--- config.mk ---
export PLATFORM = sky130hd
export DESIGN_NAME = cordic_vectoring_mode
export DESIGN_NICKNAME = d
export VERILOG_FILES = /design/src/rtl/cordic_vectoring_mode.sv
export SDC_FILE = /design/constraint.sdc
export NUM_CORES = 1
export LEC_CHECK = 0
export ABC_AREA = 1
export BUFFER_PORTS_ARGS = -buffer_cell sky130_fd_sc_hd__buf_2
export CAP_MARGIN = 20
export CORE_ASPECT_RATIO = 1.1
export CORE_MARGIN = 3
export CORE_UTILIZATION = 55
export CTS_BUF_LIST = sky130_fd_sc_hd__clkbuf_8
export DETAILED_ROUTE_END_ITERATION = 10
export PLACE_DENSITY = 0.73
export SYNTH_ARGS = -nofsm -noshare
export SYNTH_HDL_FRONTEND = slang
export SYNTH_SLANG_ARGS = --single-unit
--- constraint.sdc ---
create_clock -name clk -period 29.2 [get_ports clk]
set_input_delay 2.92 -clock clk [delete_from_list [all_inputs] [get_ports clk]]
set_output_delay 2.92 -clock clk [all_outputs]
set_load 0.01 [all_outputs]
--- src/rtl/cordic_vectoring_mode.sv ---
// Vectoring-mode CORDIC: rotates (ori_X, ori_Y) onto +X in 8 micro-rotations, two per cycle.
// Optional 180-degree input pre-rotation is enabled by defining VEC_QUAD_CORR_EN.
module cordic_vectoring_mode #(
  parameter logic [9:0] K = 10'b1001101110
) (
  input  logic        clk,
  input  logic        reset,
  input  logic        start,
  input  logic [12:0] ori_X,
  input  logic [12:0] ori_Y,
  output logic [12:0] vec_X,
  output logic [7:0]  sign_d,
  output logic        flip,
  output logic        done
);

  typedef enum logic [1:0] {
    IDLE = 2'd0,
    EXE  = 2'd1,
    DONE = 2'd2
  } state_t;

  state_t             state_r, state_s;
  logic        [2:0]  iter_r;
  logic signed [12:0] cal_x_r, cal_y_r;
  logic        [12:0] vec_x_r;
  logic        [7:0]  sign_d_r;
  logic               flip_r;
  logic               done_r;

  logic               d0_s, d1_s;
  logic signed [12:0] xs0_s, ys0_s, xs1_s, ys1_s;
  logic signed [13:0] sum_x0_s, sum_y0_s, sum_x1_s, sum_y1_s;
  logic signed [12:0] x1_s, y1_s, x2_s, y2_s;
  logic signed [24:0] prod_s;

  // Drops bit 12 of the 14-bit sum so this stage matches the rotation stage bit for bit.
  function automatic logic signed [12:0] trunc13(input logic signed [13:0] s);
    return {s[13], s[11:0]};
  endfunction

  // Even micro-rotation from the registers, then odd micro-rotation on its truncated result.
  always_comb begin
    d0_s  = cal_y_r[12];
    xs0_s = cal_x_r >>> iter_r;
    ys0_s = cal_y_r >>> iter_r;
    if (d0_s) begin
      sum_x0_s = {cal_x_r[12], cal_x_r} - {ys0_s[12], ys0_s};
      sum_y0_s = {cal_y_r[12], cal_y_r} + {xs0_s[12], xs0_s};
    end else begin
      sum_x0_s = {cal_x_r[12], cal_x_r} + {ys0_s[12], ys0_s};
      sum_y0_s = {cal_y_r[12], cal_y_r} - {xs0_s[12], xs0_s};
    end
    x1_s  = trunc13(sum_x0_s);
    y1_s  = trunc13(sum_y0_s);
    d1_s  = y1_s[12];
    xs1_s = x1_s >>> (iter_r + 3'd1);
    ys1_s = y1_s >>> (iter_r + 3'd1);
    if (d1_s) begin
      sum_x1_s = {x1_s[12], x1_s} - {ys1_s[12], ys1_s};
      sum_y1_s = {y1_s[12], y1_s} + {xs1_s[12], xs1_s};
    end else begin
      sum_x1_s = {x1_s[12], x1_s} + {ys1_s[12], ys1_s};
      sum_y1_s = {y1_s[12], y1_s} - {xs1_s[12], xs1_s};
    end
    x2_s   = trunc13(sum_x1_s);
    y2_s   = trunc13(sum_y1_s);
    prod_s = $signed({{12{x2_s[12]}}, x2_s}) * $signed({15'd0, K});
  end

  // Next-state logic.
  always_comb begin
    state_s = state_r;
    case (state_r)
      IDLE: begin
        if (start) state_s = EXE;
        else       state_s = IDLE;
      end
      EXE: begin
        if (iter_r == 3'd6) state_s = DONE;
        else                state_s = EXE;
      end
      DONE:    state_s = IDLE;
      default: state_s = IDLE;
    endcase
  end

  // State register and datapath registers.
  always_ff @(posedge clk) begin
    if (reset) begin
      state_r  <= IDLE;
      iter_r   <= 3'd0;
      cal_x_r  <= 13'sd0;
      cal_y_r  <= 13'sd0;
      vec_x_r  <= 13'd0;
      sign_d_r <= 8'd0;
      flip_r   <= 1'b0;
      done_r   <= 1'b0;
    end else begin
      state_r <= state_s;
      case (state_r)
        IDLE: begin
          iter_r  <= 3'd0;
          done_r  <= 1'b0;
          cal_x_r <= $signed(ori_X);
          cal_y_r <= $signed(ori_Y);
          if (start) begin
            vec_x_r  <= 13'd0;
            sign_d_r <= 8'd0;
`ifdef VEC_QUAD_CORR_EN
            // Left half-plane inputs are pre-rotated by 180 degrees.
            if (ori_X[12]) begin
              cal_x_r <= -$signed(ori_X);
              cal_y_r <= -$signed(ori_Y);
              flip_r  <= 1'b1;
            end else begin
              flip_r  <= 1'b0;
            end
`else
            flip_r   <= 1'b0;
`endif
          end
        end
        EXE: begin
          cal_x_r                    <= x2_s;
          cal_y_r                    <= y2_s;
          sign_d_r[iter_r]           <= d0_s;
          sign_d_r[iter_r + 3'd1]    <= d1_s;
          if (iter_r == 3'd6) begin
            iter_r  <= 3'd0;
            vec_x_r <= {prod_s[24], prod_s[21:10]};
            done_r  <= 1'b1;
          end else begin
            iter_r  <= iter_r + 3'd2;
          end
        end
        DONE: begin
          iter_r <= 3'd0;
          done_r <= 1'b0;
        end
        default: begin
          iter_r <= 3'd0;
          done_r <= 1'b0;
        end
      endcase
    end
  end

  assign vec_X  = vec_x_r;
  assign sign_d = sign_d_r;
  assign flip   = flip_r;
  assign done   = done_r;

endmodule
==> run_results.csv, run 1 <==
group,metric,value,unit
run_status,outcome,"finished, final reports clean",
sta,grt_setup_unrepaired,"no",
synth,yosysUniqueCellTypes,52,
cells_and_area,final_common_cell,"nand2_1",
route,wl,23600,um
synth,synth_area_leaders,"ha_1, nand2_1, dfxtp_1",
cts,postCtsResizedCells,0,
cells_and_area,final_core_util,58.9,%
global_route,track_usage,27.3,%
cells_and_area,layout.cells.non_filler,1568,
worst_setup_path,r2r_slack,17.54,ns
worst_setup_path,cp.required,29.39,ns
sta,fin_crit_sh,39.9,%
synth,synth_nets,1535,
cells_and_area,final.fill_count,1584,
worst_setup_path,arrival,11.85,ns
route,firstDrtPassIters,5,
worst_setup_path,critical-path-max-stage-delay,0.53,ns
floorplanning,io_pins,52,
cells_and_area,drive_above_1_share,9.28,%
placed_design,portBuffers,50,
global_route,grt_max_degree,49,
global_route,grt-ovfl-total,0,
synth,ys.flop_type,"dfxtp_1",
synth,seq_area_frac_synth,11.7,%
sta,relSlewSlack,40.8,%
worst_setup_path,r2r-start,"iter_r[1]$_SDFF_PP0_",
route,wl_per_cell,15.0,um
placed_design,dp_cells,1560,
cts,clk_pin_slew,0.11,ns
synth,syn_area_per_cell,6.62,um2
floorplanning,core,15800,um2
cells_and_area,num_antenna_cells,0,
cts,post_cts_buffers,0,
cts,cts_tree,"yes",
flow_run,drv_cap,0,
route,drtAntennaViolNets,0,
placed_design,finalWeightedCongestion,0.960,
floorplanning,die_h,139,um
cts,clock-sinks,52,
worst_setup_path,startpoint,"iter_r[1]$_SDFF_PP0_",
sta,drv_slew,0,
route,drc_errors,0,
synth,synth.area.mux_share,0.267,%
cts,clockBufferDepth,2,
sta,tns,0,ns
worst_setup_path,critical_path_class,"flip-flop to flip-flop",
worst_setup_path,cp_max_fo,48,
worst_setup_path,reg2reg_depth,64,
synth,synth_largest_area_cell,"ha_1",
floorplanning,num_rows,48,
global_route,grt_pass1_wl,39200,um
synth,synth_top_family_by_area,"adder cells",
route,dr.first_iter.drc_count,503,
route,num_vias,8459,
synth,ys_ff_latch,52,
sta,finalClockSkew,0.0139,ns
worst_setup_path,startpoint_type,"flip-flop",
sta,max_freq,0.0858,GHz
cells_and_area,area_growth,4.66,%
synth,yosys.area_share.simple,26.6,%
worst_setup_path,reg2reg_to,"vec_X[8]$_SDFFE_PP0P_",
global_route,grt_pass1_vias,8177,
global_route,antenna_found_initial,0,
cts,hold_buffers,0,
floorplanning,dieArea,17700,um2
synth,synthCells,1343,
worst_setup_path,cp_slowest_cell,"fa_1",
cells_and_area,fin_nets,1559,
synth,async_flop_share,0,%
cts,cts_max_level,2,
worst_setup_path,cp-endpoint,"vec_X[8]$_SDFFE_PP0P_",
cts,clock_latency,0.34,ns
route,viasPerCell,5.39,
sta,tightest_slew,0.889,ns
placed_design,post-dp-hpwl,19500,um
synth,ys.warnings.count,0,
sta,setup_viol,0,
synth,synth-adder-area-share,26.9,%
worst_setup_path,worst_setup_path_end_kind,"flip-flop",
min_path,min_path_type,"flip-flop to flip-flop",
floorplanning,start_util,56.3,%
floorplanning,die_x,127,um
sta,hold_viol,0,
synth,syn_area,8890,um2
cells_and_area,final_cell_mix,"nand2_1, inv_1, ha_1",
cts,cts-root-buf,"clkbuf_8",
synth,synth_xor_area_share,5.91,%
synth,yosysTopAreaCellShare,16.3,%
worst_setup_path,critPathMostFrequentCell,"inv_1",
placed_design,dp_slack,17.61,ns
cts,cts_buffers,5,
sta,post-route-min-period,11.66,ns
synth,synth-compound-area-share,15.3,%
synth,synth-edff-count,0,
sta,setup_ws,17.54,ns
==> metrics by stage <==
| stage | area [um2] | hold slack [ns] |
|---|---|---|
| after global placement | 9210 | 0.451 |
| after CTS | 9300 | 0.470 |
| after floorplan | 8890 | 0.488 |
| after global routing | 9300 | 0.492 |
| after detailed placement | 9210 | 0.455 |
| final | 9300 | 0.468 |
==> logic make-up after synthesis <==
family          count (synthesis)
buf+inv                       294
xor+xnor                       60
mux                             2
fa+ha+maj                     163
other cells                     1
flops                          52
compound gates                230
simple gates                  541
==> synthesized netlist by cell type, drive strengths merged, types with 2 or more instances <==
master,count
dfxtp,52
o211ai,6
nand4,7
o31ai,2
a21boi,2
a31oi,8
nand2,325
a22oi,20
o221ai,3
a21o,6
clkinv,3
xnor2,19
and2,3
mux2i,2
o21a,3
or2,14
nor2,81
o21bai,10
inv,252
nand3b,4
fa,47
ha,116
o22ai,4
xor2,41
nor3,9
o21ai,69
nand3,98
buf,18
clkbuf,21
a21oi,94
==> state kept, by name, indices dropped and copies added (netlist names) <==
signal / flops
cal_x_r: 13
state_r: 2
sign_d: 8
vec_X: 13
done: 1
cal_y_r: 13
iter_r: 2
==> routing by layer <==
layer | routed length, um | track usage [%] | vias to the layer above
met5 | 0 | 0 | -
met4 | 999 | 11.3 | 0
met3 | 976 | 2.57 | 51
met2 | 11500 | 48.4 | 198
met1 | 10100 | 33.9 | 3866
li1 | - | - | 4344
==> worst min-delay path by stage <==
stage	start	to	slack [ns]	cells after the start
final	vec_X[4]$_SDFFE_PP0P_	vec_X[4]$_SDFFE_PP0P_	0.47	2
after CTS	vec_X[0]$_SDFFE_PP0P_	vec_X[0]$_SDFFE_PP0P_	0.47	2
after floorplan	vec_X[0]$_SDFFE_PP0P_	vec_X[0]$_SDFFE_PP0P_	0.49	2
after detailed placement	vec_X[0]$_SDFFE_PP0P_	vec_X[0]$_SDFFE_PP0P_	0.45	2
after global placement	vec_X[0]$_SDFFE_PP0P_	vec_X[0]$_SDFFE_PP0P_	0.45	2
after global routing	vec_X[7]$_SDFFE_PP0P_	vec_X[7]$_SDFFE_PP0P_	0.49	2
==> critical path, delay by kind of cell, from the launching register on <==
family	cells	cell delay [ns]
AO/OA/AOI/OAI	17	3.16
XOR/XNOR	2	0.67
adder cells (fa/ha/maj)	9	3.31
buffers and inverters	17	1.96
flip-flops	1	0.32
AND/OR/NAND/NOR	19	2.08
==> layout make-up <==
| type | instances | area (um2) | share of cell area [%] |
|---|---|---|---|
| repair buffers | 56 | 295 | 3.17 |
| flip-flops and latches | 52 | 1040 | 11.2 |
| multi-input cells | 997 | 6670 | 71.6 |
| clock buffers | 5 | 68.8 | 0.740 |
| clock inverters | 3 | 22.5 | 0.242 |
| well taps | 200 | 250 | 2.69 |
| inverters | 255 | 960 | 10.3 |
Power of run 1 is left out: the tool's default activity adds up to more than one toggle a clock period on the data nets, which glitch-free logic cannot reach.
==> run 2: changes to the inputs <==
==> constraint.sdc (replaced) <==
create_clock -name clk -period 10.9 [get_ports clk]
set_input_delay 1.09 -clock clk [delete_from_list [all_inputs] [get_ports clk]]
set_output_delay 1.09 -clock clk [all_outputs]
set_load 0.01 [all_outputs]
==> run_results.csv, run 2 (same netlist as run 1, synthesis figures left out) <==
group,metric,value,unit
run_status,outcome,"finished, final reports clean",
cells_and_area,drive_above_1_share,10.7,%
cells_and_area,area_growth,6.62,%
worst_setup_path,cp_slowest_cell,"fa_1",
cells_and_area,final_cell_mix,"nand2_1, inv_1, ha_1",
cts,clock-sinks,52,
worst_setup_path,cp.required,11.17,ns
sta,drv_slew,0,
cts,clockBufferDepth,2,
floorplanning,core,15800,um2
sta,tns,0,ns
placed_design,portBuffers,50,
min_path,min_path_type,"flip-flop to flip-flop",
floorplanning,num_rows,48,
worst_setup_path,critical-path-max-stage-delay,0.56,ns
cells_and_area,final.fill_count,1572,
placed_design,post-dp-hpwl,20400,um
worst_setup_path,startpoint_type,"flip-flop",
route,num_vias,8544,
sta,finalClockSkew,0.00576,ns
global_route,grt-ovfl-total,0,
sta,relSlewSlack,42.7,%
sta,max_freq,0.0986,GHz
placed_design,dp_slack,0.409,ns
floorplanning,die_x,127,um
global_route,grt_pass1_wl,40700,um
floorplanning,die_h,139,um
cts,cts-root-buf,"clkbuf_8",
global_route,grt_max_degree,44,
cts,cts_buffers,5,
route,drtAntennaViolNets,0,
worst_setup_path,critical_path_class,"flip-flop to flip-flop",
floorplanning,start_util,56.3,%
global_route,grt_pass1_vias,8308,
worst_setup_path,critPathMostFrequentCell,"nand2_1",
route,drc_errors,0,
sta,grt_setup_unrepaired,"yes",
cts,cts_max_level,2,
route,wl_per_cell,15.6,um
cells_and_area,fin_nets,1570,
route,dr.first_iter.drc_count,438,
cts,cts_tree,"yes",
cts,clock_latency,0.34,ns
sta,setup_viol,0,
sta,tightest_slew,0.859,ns
global_route,track_usage,28.4,%
global_route,antenna_found_initial,0,
sta,hold_viol,0,
floorplanning,dieArea,17700,um2
route,wl,24600,um
sta,setup_ws,0.757,ns
cells_and_area,final_core_util,60.0,%
cells_and_area,final_common_cell,"nand2_1",
cells_and_area,num_antenna_cells,0,
worst_setup_path,cp_max_fo,14,
sta,post-route-min-period,10.14,ns
cts,clk_pin_slew,0.11,ns
flow_run,drv_cap,0,
sta,fin_crit_sh,93.1,%
route,viasPerCell,5.41,
placed_design,finalWeightedCongestion,0.956,
worst_setup_path,worst_setup_path_end_kind,"flip-flop",
worst_setup_path,arrival,10.41,ns
route,firstDrtPassIters,5,
floorplanning,io_pins,52,
## run 2: changes by cell type in the layout (fill, tap and decap cells not counted), sizes merged
cell,delta
buf,+11
clkinv,-2
bufinv,+1
inv,+1
## run 2: final timing paths
check,start,end,slack [ns],cells after the start
setup reg to reg,iter_r[1]$_SDFF_PP0_,vec_X[7]$_SDFFE_PP0P_,0.76,58
hold reg to reg,vec_X[5]$_SDFFE_PP0P_,vec_X[5]$_SDFFE_PP0P_,0.47,2
setup / recovery,iter_r[1]$_SDFF_PP0_,vec_X[7]$_SDFFE_PP0P_,0.76,58
hold / removal,vec_X[5]$_SDFFE_PP0P_,vec_X[5]$_SDFFE_PP0P_,0.47,2
## run 2: worst max-delay path, delay by kind of cell (launching register included)
family,cells,cell delay (ns)
flops,1,0.36
simple gates,19,1.99
fa+ha+maj,9,3.61
xor+xnor,3,0.85
compound gates,14,2.18
buf+inv,13,1.06
## run 2: per-layer routing
metal | wire length, um | track usage [%] | vias up
li1 | - | - | 4355
met5 | 0 | 0 | -
met3 | 1080 | 2.92 | 58
met4 | 1010 | 10.3 | 0
met1 | 10200 | 34.3 | 3903
met2 | 12400 | 51.8 | 228
## run 2: area by class of cell
cell class | count | area, um2 | share of cell area (%)
tap | 200 | 250 | 2.64
timing repair buffer | 67 | 397 | 4.19
multi-input combinational | 997 | 6720 | 70.9
sequential | 52 | 1040 | 11.0
inverter | 255 | 960 | 10.1
clock inverter | 3 | 42.5 | 0.449
clock buffer | 5 | 68.8 | 0.726
## run 2: repair_timing
item | 4_1_cts | 5_1_grt
hold buffers | 0 | 0
buffers inserted | 0 | 2
resized for setup | 0 | 21
endpoints found under the setup margin | 0 | 9
## run 2: per-stage QoR
| step | instance area [um2] | std cells | hold slack [ns] |
|---|---|---|---|
| floorplan | 8890 | 1343 | 0.488 |
| global placement | 9280 | 1569 | 0.452 |
| detailed placement | 9280 | 1569 | 0.455 |
| CTS | 9390 | 1577 | 0.472 |
| global route | 9480 | 1579 | 0.498 |
| finish | 9480 | 1579 | 0.469 |
Power of run 2 is left out for the same reason.
